--- config.mk ---
export PLATFORM = sky130hd
export DESIGN_NAME = carfield_l2_scrubber
export DESIGN_NICKNAME = d
export VERILOG_FILES = /design/src/rtl/carfield_l2_scrubber.sv
export SDC_FILE = /design/constraint.sdc
export NUM_CORES = 1
export LEC_CHECK = 0
export CELL_PAD_IN_SITES_DETAIL_PLACEMENT = 0
export CELL_PAD_IN_SITES_GLOBAL_PLACEMENT = 1
export CORE_MARGIN = 1.5
export CORE_UTILIZATION = 42
export CTS_CLUSTER_SIZE = 40
export DETAILED_ROUTE_END_ITERATION = 8
export DONT_BUFFER_PORTS = 1
export GPL_ROUTABILITY_DRIVEN = 0
export PLACE_DENSITY = 0.81
export SLEW_MARGIN = 0
export SYNTH_ARGS = -nofsm -noshare
export SYNTH_HDL_FRONTEND = slang
export SYNTH_SLANG_ARGS = --single-unit
--- constraint.sdc ---
create_clock -name clk_i -period 2.1 [get_ports clk_i]
set_clock_uncertainty 0.15 [all_clocks]
set_input_delay 0.315 -clock clk_i [delete_from_list [all_inputs] [get_ports clk_i]]
set_output_delay 0.315 -clock clk_i [all_outputs]
set_load 0.01 [all_outputs]
--- src/rtl/carfield_l2_scrubber.sv ---
// Background ECC scrubber for one L2 port: walks every word, writes back corrected data,
// counts correctable/uncorrectable errors and logs the first uncorrectable address.
module carfield_l2_scrubber #(
  parameter int unsigned          AddrWidth = 32,
  parameter int unsigned          DataWidth = 64,
  parameter logic [AddrWidth-1:0] BaseAddr  = 'h7800_0000,
  parameter int unsigned          NumWords  = 262144,
  parameter int unsigned          CntWidth  = 32
) (
  input  logic                 clk_i,
  input  logic                 rst_ni,
  input  logic                 scrub_en_i,
  input  logic [15:0]          interval_i,
  input  logic                 clear_i,
  input  logic                 func_req_i,
  output logic                 mem_req_o,
  output logic                 mem_we_o,
  output logic [AddrWidth-1:0] mem_addr_o,
  output logic [DataWidth-1:0] mem_wdata_o,
  input  logic                 mem_gnt_i,
  input  logic                 mem_rvalid_i,
  input  logic [DataWidth-1:0] mem_rdata_i,
  input  logic                 mem_ce_i,
  input  logic                 mem_ue_i,
  output logic [CntWidth-1:0]  ce_count_o,
  output logic [CntWidth-1:0]  ue_count_o,
  output logic [AddrWidth-1:0] ue_addr_o,
  output logic                 irq_ue_o,
  output logic                 sweep_done_o
);

  // state | meaning
  // IDLE  | scrubbing disabled, index retained
  // WAIT  | idle gap counting down from interval_i
  // RD    | read request pending, yields to functional traffic
  // RSP   | waiting for the read response
  // WB    | writing back the corrected word
  // NXT   | advance index, pulse sweep_done on wrap
  localparam logic [2:0] IDLE = 3'd0;
  localparam logic [2:0] WAIT = 3'd1;
  localparam logic [2:0] RD   = 3'd2;
  localparam logic [2:0] RSP  = 3'd3;
  localparam logic [2:0] WB   = 3'd4;
  localparam logic [2:0] NXT  = 3'd5;

  localparam int unsigned IdxWidth = $clog2(NumWords);
  localparam int unsigned Stride   = DataWidth / 8;

  logic [2:0]          state;
  logic [IdxWidth-1:0] idx;
  logic [15:0]         wait_cnt;
  logic                xfer;
  logic                last_word;
  logic                ce_hit;
  logic                ue_hit;

  // A read is only offered while enabled so a late disable never strands a response.
  assign mem_req_o    = ((state == RD && scrub_en_i) || state == WB) && !func_req_i;
  assign mem_we_o     = (state == WB);
  assign xfer         = mem_req_o && mem_gnt_i;
  assign mem_addr_o   = BaseAddr + AddrWidth'(idx) * AddrWidth'(Stride);
  assign last_word    = (idx == IdxWidth'(NumWords - 1));
  assign sweep_done_o = (state == NXT) && last_word;
  assign ce_hit       = (state == RSP) && mem_rvalid_i && mem_ce_i && !mem_ue_i;
  assign ue_hit       = (state == RSP) && mem_rvalid_i && mem_ue_i;

  always_ff @(posedge clk_i or negedge rst_ni) begin
    if (!rst_ni) begin
      state       <= IDLE;
      idx         <= '0;
      wait_cnt    <= '0;
      mem_wdata_o <= '0;
    end else begin
      case (state)
        IDLE: if (scrub_en_i) begin
          state    <= WAIT;
          wait_cnt <= interval_i;
        end
        WAIT: begin
          if (!scrub_en_i)         state    <= IDLE;
          else if (wait_cnt == '0) state    <= RD;
          else                     wait_cnt <= wait_cnt - 16'd1;
        end
        RD: begin
          if (!scrub_en_i) state <= IDLE;
          else if (xfer)   state <= RSP;
        end
        RSP: if (mem_rvalid_i) begin
          if (mem_ue_i) begin
            state <= NXT;
          end else if (mem_ce_i) begin
            mem_wdata_o <= mem_rdata_i;
            state       <= WB;
          end else begin
            state <= NXT;
          end
        end
        WB: if (xfer) state <= NXT;
        NXT: begin
          idx <= last_word ? '0 : idx + IdxWidth'(1);
          if (scrub_en_i) begin
            state    <= WAIT;
            wait_cnt <= interval_i;
          end else begin
            state <= IDLE;
          end
        end
        default: state <= IDLE;
      endcase
    end
  end

  // Clear takes precedence over any same-cycle increment or capture.
  always_ff @(posedge clk_i or negedge rst_ni) begin
    if (!rst_ni) begin
      ce_count_o <= '0;
      ue_count_o <= '0;
      ue_addr_o  <= '0;
      irq_ue_o   <= 1'b0;
    end else if (clear_i) begin
      ce_count_o <= '0;
      ue_count_o <= '0;
      ue_addr_o  <= '0;
      irq_ue_o   <= 1'b0;
    end else begin
      if (ce_hit && ce_count_o != '1) ce_count_o <= ce_count_o + CntWidth'(1);
      if (ue_hit) begin
        if (ue_count_o != '1) ue_count_o <= ue_count_o + CntWidth'(1);
        if (!irq_ue_o) begin
          ue_addr_o <= mem_addr_o;
          irq_ue_o  <= 1'b1;
        end
      end
    end
  end

endmodule
[Yosys cells after proc, flatten, opt, wreduce, memory -nomap -nowiden]
Index checks and enable logic that the tools add are counted.
Operators by class
  equality and inequality tests: 17
  add/subtract/negate cells: 5
  reduce and logical (&&, ||, !) cells: 24
  mux-type cells: 26
  bitwise gates (word level): 1
Operator list (number)
  32-bit two-way mux: 8
  32-bit by 1-bit adder with 32-bit output, second input constant: 2
  32-bit != test, second input constant: 2
  16-bit two-way mux: 3
  31-bit by 21-bit adder with 32-bit output, first input constant: 1
  16-bit case mux with 2 select lines: 1
  3-bit two-way mux: 7
  18-bit by 1-bit adder with 18-bit output, second input constant: 1
  18-bit == test, second input constant: 1
  18-bit two-way mux: 1
  3-bit case mux with 6 select lines: 1
  16-bit zero test: 1
  16-bit by 1-bit subtractor with 16-bit output, second input constant: 1
  2-bit != test, second input constant: 5
  1-bit logical AND: 9
  4-bit AND reduction: 2
  2-bit nonzero test: 4
  3-bit by 2-bit == test with 1-bit output, second input constant: 2
  3-bit == test, second input constant: 2
  3-bit != test, second input constant: 2
  1-bit two-way mux: 5
  5-bit AND reduction: 1
  2-bit by 1-bit != test with 1-bit output, second input constant: 2
  2-bit AND reduction: 2
  6 further kinds: 7
Word-level totals
  bits in registers: 198
  logic and storage cells: 81
  output and inout port bits: 196
  bits of input ports: 89

[Longest topological paths before layout]
  depth in word-level cells: 8
  gate-level depth with buffers: 9

[Least setup slack after synthesis]
No wires, ideal clock.
  kind: reg-to-reg
  start point: register ce_count_o[16]
  end point: register ce_count_o[31]
  clock period less this slack: 2.292 ns
  path slack: -0.192 ns
  cell stages (with the launch flop): 8
  data arrival time: 2.017 ns
  cell sequence: dfrtp_1 -> nand4_1 -> or3_1 -> buf_2 -> or2_1 -> buf_2 -> nor4_1 -> mux2_2
Between the ends
  longest elaborated chain between the ends: 3
  elaborated cells on any way between the ends: 6
  those cells by class: add/sub: 1; eq/ne: 1; mux: 2; reduce/logical: 2
RTL lines
  start, declared: RTL line 25  | output logic [CntWidth-1:0] ce_count_o,
  start signal, assigned: RTL line 126  | if (ce_hit && ce_count_o != '1) ce_count_o <= ce_count_o + CntWidth'(1);
  32-bit by 1-bit adder with 32-bit output or 32-bit != test (tied branches): RTL line 126
  32-bit two-way mux or 1-bit logical AND (tied branches): RTL line 126
  32-bit two-way mux or 2-bit nonzero test (tied branches)
Parallel ways exist; a longest one is shown, timed or not. The select of a mux whose other input is x is not followed.
A chain may end at the register's enable or synchronous reset.

[Worst setup path after layout]
  start point: register state[1]
  end point: output port sweep_done_o
Between the ends
  longest elaborated chain between the ends: 2
RTL lines
  start, declared: RTL line 49  | logic [2:0] state;
  start signal, assigned: RTL line 69  | state <= IDLE;
  start signal, assigned: RTL line 76  | state <= WAIT;
  start signal, assigned: RTL line 80  | if (!scrub_en_i) state <= IDLE;
  3-bit == test: RTL line 63  | assign sweep_done_o = (state == NXT) && last_word;
  1-bit logical AND: RTL line 63
  end, declared: RTL line 29  | output logic sweep_done_o
Every way passes these cells.

==> results.py <==
metrics = {
    "outcome": {
        "status": "finished, violations left",
        "failed_checks": "hold timing, setup timing",
    },
    "synthesis": {
        "syn_area_um2": 9230,
        "yosysWarnings": 0,
        "netlist_instances": 1052,
        "synth_edf_count": 0,
        "synth_seq_cells": 185,
        "avgSynthCellArea_um2": 8.77,
        "yosys.cell_types.count": 64,
        "synth_ff_type": "dfrtp_1",
        "synth.yosys.seq_area_share": 0.502,
        "synthArstFlopShare": 1.00,
    },
    "clock_tree": {
        "root_buffer": "clkbuf_16",
        "cts_num_sinks": 185,
        "path_clk_slew_ns": 0.07,
        "cts_buffer_depth": 2,
        "cts_hold_repair.buffers": 81,
        "cts_tree": "built",
        "insertion_delay_ns": 0.43,
        "cts_made_buffers": 17,
        "cts.htree.levels": 4,
    },
    "global_routing": {
        "grt_pass1_vias": 7800,
        "grtUsageMet1": 0.294,
        "top_usage_layer": "met2",
        "grt_pass1_wl_um": 40100,
        "met3_usage": 0.0545,
        "antenna_found_initial": 0,
        "grt_max_degree": 186,
        "gr-total-overflow": 0,
        "grtUsageTotal": 0.221,
        "grtUsageMet2": 0.361,
    },
    "setup_path": {
        "crit_path_top_delay_cell": "dfrtp_1",
        "cp-end-kind": "output pin",
        "path_delay_family": "simple AND/OR/NAND/NOR gates",
        "worst-path-buf-inv": 1,
        "cp.required_ns": 1.63,
        "path_depth": 5,
        "worstPathArrival_ns": 1.84,
        "startpoint_type": "flop",
        "critPathMaxStageDelay_ns": 0.39,
        "crit_type": "flop to output pin",
        "cp_cell_sequence": "buf_6, nand4b_1, nor2_2, and3_4, and4_4",
        "reg2reg_depth": 6,
        "timing.reg2reg.setup_slack_ns": -0.10,
        "cp_max_fo": 4,
    },
    "routing": {
        "routed_wl_um": 26800,
        "antenna_left": 0,
        "wl_per_cell_um": 16.8,
        "drt_pre_antenna_iters": 4,
        "dr.first_iter.drc_count": 420,
        "drcViolationCount": 0,
        "vias_per_cell": 5.35,
        "num_vias": 8541,
    },
    "timing": {
        "rsz0062_at_grt": "true",
        "final_hold_viol_count": 185,
        "finalSetupViolCount": 30,
        "worst_slack_ns": -0.208,
        "fin_crit_sh": 1.10,
        "layout_min_cycle_time_ns": 2.31,
        "max_freq_mhz": 433,
        "fin_hold_ws_ns": -0.576,
        "slew_viol_final": 0,
    },
    "finish": {
        "layout_commonest_cell": "nand2_1",
        "multiInputGateArea_um2": 4830,
        "drive_above_1_share": 0.286,
        "layout_common_cells": "286 x nand2_1, 174 x buf_4, 173 x dfrtp_1, 80 x dlygate4sd3_1, 52 x a21oi_1",
        "antenna_cells": 0,
        "syn_to_final_growth_pct": 40.8,
        "seq_area_um2": 4640,
        "layout.nets": 1397,
        "nFillCells": 1866,
    },
    "pwr": {
        "vdd_ir_drop_max_v": 0.000562,
        "power_density_nw_per_um2": 836,
        "power_mw": 10.9,
        "p_leak_nw": 5.85,
    },
    "placement": {
        "pre_cts_ws_ns": -0.0745,
        "dp_hpwl_um": 17100,
        "port_buffers": 0,
    },
    "floorplanning": {
        "die_y_um": 151,
        "row_count": 54,
        "start_util": 0.425,
        "die_area_um2": 22900,
        "chipWidth_um": 151,
        "pin_count": 285,
        "core-area_um2": 21700,
    },
    "job": {
        "drv_cap": 0,
    },
    "hold_path": {
        "hp-class": "input port to async pin",
    },
}
## stage by stage
| stage | instance area (um^2) | setup TNS [ns] | hold slack, ns | cells | util |
|---|---|---|---|---|---|
| after floorplan | 9420 | -0.687 | -0.131 | 1074 | - |
| after global placement | 10600 | -0.233 | -0.128 | 1443 | 0.489 |
| after detailed placement | 10600 | -0.595 | -0.127 | 1443 | 0.489 |
| after CTS | 12300 | -0.258 | -0.603 | 1566 | 0.566 |
| after global routing | 13000 | -5.23 | -0.599 | 1596 | 0.599 |
| final | 13000 | -1.37 | -0.576 | 1596 | 0.599 |
## sequential cells by signal (all words and copies together) (netlist names)
name	flops
ue_addr_o	19
ce_count_o	32
irq_ue_o	1
state	3
wait_cnt	16
mem_wdata_o	64
idx	18
ue_count_o	32
## routing by layer
metal	up-vias	part of all wire
li1	4142	-
met1	4162	0.42
met2	219	0.52
met3	18	0.055
met4	0	0.0090
met5	-	0
## cell usage after synthesis, types with 3 or more instances
library cell,instances,area [um^2]
nor3_1,7,35.0
and2_1,5,31.3
or2_2,5,31.3
a31o_2,3,26.3
ha_1,5,62.6
nand4_1,24,150
and4_1,14,123
or4_1,21,158
and3_1,11,68.8
o31ai_1,24,180
buf_1,11,41.3
inv_1,12,45.0
o211ai_1,3,22.5
nand2b_1,4,25.0
nor4_1,14,87.6
buf_4,28,210
buf_2,7,35.0
nand2_1,294,1100
o21ai_0,53,265
or3_1,28,175
nor2_1,48,180
xor2_1,11,96.3
nand3_1,44,220
a21oi_1,75,375
dfrtp_1,185,4630
o311ai_0,3,26.3
xnor2_1,10,87.6
o21a_1,6,45.0
nand4b_1,3,26.3
nor2b_1,8,50.1
mux2_2,5,56.3
clkbuf_1,31,116
o22ai_1,8,50.1
## power by group
part           leakage [nW]  internal (mW)  switching [mW]  total (mW)
clock                 0.281           1.60            1.54        3.14
sequential             2.44           4.26           0.820        5.08
combinational          3.13           1.19            1.45        2.64
## worst register-to-register path, delay by kind of cell, from the launching register on
kind                   cells  cell delay (ns)
and+or+nand+nor            4             1.31
DFF                        1             0.40
buffers and inverters      1             0.13
AOI/OAI and AO/OA          1             0.13
## final timing paths
| check | from | endpoint |
|---|---|---|
| max | state[1] | sweep_done_o |
| min | rst_ni | mem_wdata_o[23] |
| max reg2reg | state[2] | ce_count_o[30] |
| min reg2reg | state[0] | state[2] |
| max in group asynchronous | rst_ni | ue_count_o[5] |
| min in group clk_i | mem_rvalid_i | state[1] |
## cells by family (layout without fill, tap and decap cells)
group | count (synthesis) | in the layout | synth area share
compound gates | 197 | 198 | 0.129
xor+xnor | 21 | 21 | 0.0199
fa+ha+maj | 5 | 5 | 0.00678
buf+inv | 91 | 332 | 0.0502
flops | 185 | 185 | 0.502
mux | 6 | 6 | 0.00719
other cells | 2 | 24 | 0.000814
simple gates | 545 | 545 | 0.284
## final cells by class
| cell class | count | share of cell area |
|---|---|---|
| multi-input combinational | 799 | 0.372 |
| tap | 280 | 0.0270 |
| sequential | 185 | 0.358 |
| clock inverter | 14 | 0.0100 |
| clock buffer | 18 | 0.0338 |
| inverter | 13 | 0.00376 |
| timing repair buffer | 287 | 0.196 |
## what timing repair did
| action | in CTS | in global routing |
|---|---|---|
| endpoints found under the hold margin | 325 | 185 |
| pin swaps | 18 | 71 |
| gates cloned | 1 | 3 |
| setup buffers | 10 | 30 |
| gates resized for setup | 43 | 125 |
| endpoints found under the setup margin | 36 | 121 |
Note: power is estimated with default switching activity, not from simulation.
